<file path="src/rtl/video_timing_pkg.sv">
// Shared video timing constants and helpers for the sync generator and its counters.
// Holds the default counter width plus the standard 1080p60 and 720p60 raster parameters.
package video_timing_pkg;

    localparam int VT_CNT_W = 12;

    // CEA-861 1080p60 raster, pixel clock 148.5 MHz
    localparam int H1080_ACTIVE = 1920;
    localparam int H1080_FP     = 88;
    localparam int H1080_SYNC   = 44;
    localparam int H1080_BP     = 148;
    localparam int V1080_ACTIVE = 1080;
    localparam int V1080_FP     = 4;
    localparam int V1080_SYNC   = 5;
    localparam int V1080_BP     = 36;

    // CEA-861 720p60 raster, pixel clock 74.25 MHz
    localparam int H720_ACTIVE  = 1280;
    localparam int H720_FP      = 110;
    localparam int H720_SYNC    = 40;
    localparam int H720_BP      = 220;
    localparam int V720_ACTIVE  = 720;
    localparam int V720_FP      = 5;
    localparam int V720_SYNC    = 5;
    localparam int V720_BP      = 20;

    function automatic int f_total(input int active, input int fp, input int sync, input int bp);
        return active + fp + sync + bp;
    endfunction

endpackage

</file>
<file path="src/rtl/video_axis_cnt.sv">
// One raster axis counter: counts 0..TOTAL-1 on iInc, flags the wrap cycle combinationally.
// iClr parks the counter at zero, used to hold the raster at start-of-frame.
module video_axis_cnt
    import video_timing_pkg::*;
#(
    parameter int TOTAL = 16,
    parameter int CNT_W = VT_CNT_W
) (
    input  logic             iClk,
    input  logic             iReset,
    input  logic             iClr,
    input  logic             iInc,
    output logic [CNT_W-1:0] oCnt,
    output logic             oWrap
);

    localparam logic [CNT_W-1:0] LAST = CNT_W'(TOTAL - 1);

    logic [CNT_W-1:0] cnt;

    // oWrap is only meaningful when the axis actually advances this clock
    assign oWrap = iInc && (cnt == LAST);
    assign oCnt  = cnt;

    always_ff @(posedge iClk) begin
        if (iReset || iClr) begin
            cnt <= '0;
        end else if (oWrap) begin
            cnt <= '0;
        end else if (iInc) begin
            cnt <= cnt + CNT_W'(1);
        end
    end

endmodule

</file>
<file path="src/rtl/video_sync_gen.sv">
// Source-side raster timing generator: HSYNC/VSYNC/DE plus frame-start marker and pixel position.
// Vsync edges are re-timed onto the hsync leading edge so a frame-sync detector sees one clean event.
module video_sync_gen
    import video_timing_pkg::*;
#(
    parameter int CNT_W    = VT_CNT_W,
    parameter int H_ACTIVE = H1080_ACTIVE,
    parameter int H_FP     = H1080_FP,
    parameter int H_SYNC   = H1080_SYNC,
    parameter int H_BP     = H1080_BP,
    parameter int V_ACTIVE = V1080_ACTIVE,
    parameter int V_FP     = V1080_FP,
    parameter int V_SYNC   = V1080_SYNC,
    parameter int V_BP     = V1080_BP,
    parameter int SYNC_POL = 1
) (
    input  logic             iClk,
    input  logic             iReset,
    input  logic             iEn,
    output logic             oHsyn,
    output logic             oVsyn,
    output logic             oDe,
    output logic             oFrameStart,
    output logic [CNT_W-1:0] oHcnt,
    output logic [CNT_W-1:0] oVcnt
);

    localparam int H_TOTAL  = f_total(H_ACTIVE, H_FP, H_SYNC, H_BP);
    localparam int V_TOTAL  = f_total(V_ACTIVE, V_FP, V_SYNC, V_BP);
    localparam int HS_START = H_ACTIVE + H_FP;
    localparam int VS_START = V_ACTIVE + V_FP;

    localparam logic [CNT_W-1:0] H_ACT_C    = CNT_W'(H_ACTIVE);
    localparam logic [CNT_W-1:0] V_ACT_C    = CNT_W'(V_ACTIVE);
    localparam logic [CNT_W-1:0] HS_START_C = CNT_W'(HS_START);
    localparam logic [CNT_W-1:0] HS_END_C   = CNT_W'(HS_START + H_SYNC - 1);
    localparam logic [CNT_W-1:0] VS_START_C = CNT_W'(VS_START);
    localparam logic [CNT_W-1:0] VS_END_C   = CNT_W'(VS_START + V_SYNC - 1);

    localparam logic SYNC_ON  = (SYNC_POL != 0);
    localparam logic SYNC_OFF = ~SYNC_ON;

    logic [CNT_W-1:0] hCnt;
    logic [CNT_W-1:0] vCnt;
    logic             hWrap;
    logic             unusedVWrap;

    logic             hsDec;
    logic             deDec;
    logic             fsDec;
    logic             vsRange;
    logic             vsFlag;
    logic             vsNext;

    video_axis_cnt #(
        .TOTAL (H_TOTAL),
        .CNT_W (CNT_W)
    ) hAxis (
        .iClk   (iClk),
        .iReset (iReset),
        .iClr   (~iEn),
        .iInc   (iEn),
        .oCnt   (hCnt),
        .oWrap  (hWrap)
    );

    video_axis_cnt #(
        .TOTAL (V_TOTAL),
        .CNT_W (CNT_W)
    ) vAxis (
        .iClk   (iClk),
        .iReset (iReset),
        .iClr   (~iEn),
        .iInc   (hWrap & iEn),
        .oCnt   (vCnt),
        .oWrap  (unusedVWrap)
    );

    assign hsDec   = (hCnt >= HS_START_C) && (hCnt <= HS_END_C);
    assign deDec   = (hCnt < H_ACT_C) && (vCnt < V_ACT_C);
    assign fsDec   = (hCnt == '0) && (vCnt == '0);
    assign vsRange = (vCnt >= VS_START_C) && (vCnt <= VS_END_C);

    // Vsync only changes state at the hsync leading pixel, keeping both edges hsync-aligned
    assign vsNext  = (hCnt == HS_START_C) ? vsRange : vsFlag;

    // Stream contract: oDe is the valid qualifier for oHcnt/oVcnt and there is no ready;
    // the raster advances every enabled clock and downstream must accept every oDe beat.
    always_ff @(posedge iClk) begin
        if (iReset || !iEn) begin
            vsFlag      <= 1'b0;
            oHsyn       <= SYNC_OFF;
            oVsyn       <= SYNC_OFF;
            oDe         <= 1'b0;
            oFrameStart <= 1'b0;
            oHcnt       <= '0;
            oVcnt       <= '0;
        end else begin
            vsFlag      <= vsNext;
            oHsyn       <= hsDec  ? SYNC_ON : SYNC_OFF;
            oVsyn       <= vsNext ? SYNC_ON : SYNC_OFF;
            oDe         <= deDec;
            oFrameStart <= fsDec;
            oHcnt       <= hCnt;
            oVcnt       <= vCnt;
        end
    end

endmodule

</file>
<file path="config.mk">
export PLATFORM = sky130hd
export DESIGN_NAME = video_sync_gen
export DESIGN_NICKNAME = d
export VERILOG_FILES = /design/src/rtl/video_timing_pkg.sv /design/src/rtl/video_axis_cnt.sv /design/src/rtl/video_sync_gen.sv
export SDC_FILE = /design/constraint.sdc
export NUM_CORES = 1
export LEC_CHECK = 0
export CORE_MARGIN = 3
export CORE_UTILIZATION = 48
export CTS_BUF_LIST = sky130_fd_sc_hd__clkbuf_4 sky130_fd_sc_hd__clkbuf_8
export DETAILED_ROUTE_END_ITERATION = 7
export DONT_BUFFER_PORTS = 1
export PLACE_DENSITY = 0.61
export SYNTH_ARGS = -nofsm -noshare
export SYNTH_HDL_FRONTEND = slang
export SYNTH_SLANG_ARGS = --single-unit
</file>
<file path="constraint.sdc">
create_clock -name iClk -period 4.1 [get_ports iClk]
set_input_delay 0.82 -clock iClk [delete_from_list [all_inputs] [get_ports iClk]]
set_output_delay 0.82 -clock iClk [all_outputs]
set_load 0.02 [all_outputs]
</file>
==> summary.md <==
| Metric | Value |
|---|---|
| Tightest Pin Transition | `0.667 ns` |
| Buffers on Ports | `0` |
| Row count | `23` |
| Die W | `71.1 µm` |
| Synth Flop Type | `dfxtp_1` |
| Leak Pwr | `0.802 nW` |
| Initial drt markers | `106` |
| Routed WL per cell | `14.3 µm` |
| Design Area, Final | `2170 µm²` |
| Share of layout cells above drive strength 1 | `6.07%` |
| Post-DP HPWL | `2670 µm` |
| Worst Hold Class | `reg -> reg` |
| CP Max Fanout | `25` |
| Final net count | `220` |
| # clock sinks | `52` |
| GR Overflow Total | `0` |
| Gp weighted congestion | `0.783` |
| Largest net degree at the start of global routing | `26` |
| Synth top area share | `51.2%` |
| CTS tree | `yes` |
| CTS Buffer Depth | `2` |
| Critical path required time | `4.28 ns` |
| Minimum clock period after layout | `2.54 ns` |
| Clk_lat worst skew | `0.30 ns` |
| Core area | `4060 µm²` |
| Register area | `1040 µm²` |
| Net Count, Synth | `223` |
| Tcrit/Tclk final | `61.8%` |
| Status | `complete, no violations` |
| Die ar. | `5060 µm²` |
| Layout area overhead | `6.52%` |
| Synth area leader | `dfxtp_1` |
| Post-Synthesis Cell Area | `2030 µm²` |
| Vias after detailed routing | `1473` |
| RSZ-0062 raised after global routing | `false` |
| Max frequency | `394 MHz` |
| Hold_buf cts | `0` |
| Worst EP arrival | `2.72 ns` |
| Diode count | `0` |
| Avg Inst Size Synth | `9.42 µm²` |
| Count leader, synth | `dfxtp_1` |
| Num CTS Buffers | `5` |
| 1st-pass router iterations | `6` |
| Total GRT Usage | `15.8%` |
| Post_cts resized | `0` |
| Mapped Cells | `216` |
| Maxcap violations | `0` |
| Synth top cells by count | `dfxtp_1, and2_1, nor2_1` |
| WHS | `0.480 ns` |
| Largest cells by area after synthesis | `dfxtp_1, and2_1, nor2_1` |
| Slew Limit Fails | `0` |
| Final setup viols | `0` |
| Final Skew | `0.00407 ns` |
| Seq/Total Area, Yosys | `51.2%` |
| Synth Warn # | `0` |
| CP startpoint kind | `register` |
| DR vias/cell | `5.58` |
| Seq cells post-synth | `52` |
| Ports | `31` |
| Initial core utilization | `50.1%` |
| Cell Pwr Density | `399 nW/µm²` |
| Clock transition at path regs | `0.09 ns` |
| Distinct cells, synth | `33` |
| Critical Path End Type | `register` |
| Die Ht | `71.1 µm` |
| Vias in the first global route | `1324` |
| Multi-input logic area | `918 µm²` |
| Total Power | `0.864 mW` |
| Final WL | `3780 µm` |
| Critical path class | `reg -> reg` |
| Final Hold Viols | `0` |
| Initial antenna violation count | `0` |
| Final core occ | `53.4%` |
| Root Buffer | `clkbuf_8` |
| First-pass GRT wire length | `6410 µm` |
| CTS H-tree depth | `2` |
| Fillers | `384` |
| Placed inst area | `2060 µm²` |
| Total negative slack | `0 ns` |
| Post-CTS Repair Setup Buffers | `0` |
| Residual DRC | `0` |
| Slew margin rel. | `55.2%` |
| Asr flop ratio synth | `0%` |
| Post-synth EDFFs | `0` |
| DRT antenna net count | `0` |
| VDD IR max | `0.174 mV` |
final timing paths:
kind	to	from	slack, ns	cells after the start
worst min-delay path	hAxis.oCnt[0]	hAxis.oCnt[0]	0.48	1
worst max-delay path	vAxis.oCnt[11]	hAxis.oCnt[0]	1.56	6
worst max register to register	vAxis.oCnt[11]	hAxis.oCnt[0]	1.56	6
worst min register to register	hAxis.oCnt[0]	hAxis.oCnt[0]	0.48	1
where the power goes:
group          switching, mW  internal (mW)  total (mW)
registers            0.00337          0.507       0.510
logic                0.00973        0.00437      0.0141
clock network          0.159          0.180       0.339
total                  0.172          0.692       0.864
cell usage in the layout, fill, tap and decap left out, types with 2 or more instances in the layout:
cell       n
or3_1      7
nand3_1    8
nor2_1    19
o31ai_1    6
dfxtp_1   52
and2_1    23
inv_1      5
a21oi_1   13
o21ai_0    5
xor2_1     8
nand2_1   11
and3_1     6
ha_1       4
nor4_1     3
or4_1      5
nor3_1     2
clkbuf_8   5
and4_1     3
nand4_1   11
xnor2_1    3
buf_4      2
area by class of cell:
cell class	count	share of cell area (%)
clock inverter	3	1.96
inverter	5	0.866
multi-input combinational	147	42.4
clock buffer	5	3.18
sequential	52	48.0
timing repair buffer	2	0.693
tap	50	2.89
registers in the layout (all words and copies together), names as in the netlist:
name         count
hAxis.oCnt      12
oHsyn            1
oVsyn            1
oVcnt           12
oHcnt           12
vAxis.oCnt      12
oFrameStart      1
oDe              1
worst max-delay path: stages, from the launching register on:
cell and delay [ns]:
dfxtp_1 0.38, ha_1 0.19, and3_1 0.28, nand4_2 0.49
o31ai_1 0.76, buf_4 0.27, a21oi_1 0.05
cell families after synthesis:
group	Yosys count	synth area share, %
buf+inv	17	3.69
fa+ha+maj	4	2.46
compound gates	26	7.44
flops	52	51.2
mux	1	0.492
simple gates	105	30.0
xor+xnor	11	4.74
metrics by stage:
| stage | cells | setup slack [ns] |
|---|---|---|
| 3_3_place_gp | 256 | 1.47 |
| 5_1_grt | 264 | 1.31 |
| 6_report | 264 | 1.56 |
| 2_1_floorplan | 216 | 2.13 |
| 3_5_place_dp | 256 | 1.35 |
| 4_1_cts | 264 | 1.57 |
per-layer routing:
layer  vias to the layer above  wire length, µm  GRT usage [%]  part of all wire [%]
met4                         0               17           5.64                  0.45
met3                         2              268           5.26                   7.1
met2                        44             1620           21.4                    43
li1                        747                -              -                     -
met5                         -                0              0                     0
met1                       680             1870           23.1                    50
Power figures use the tool's default switching activity.
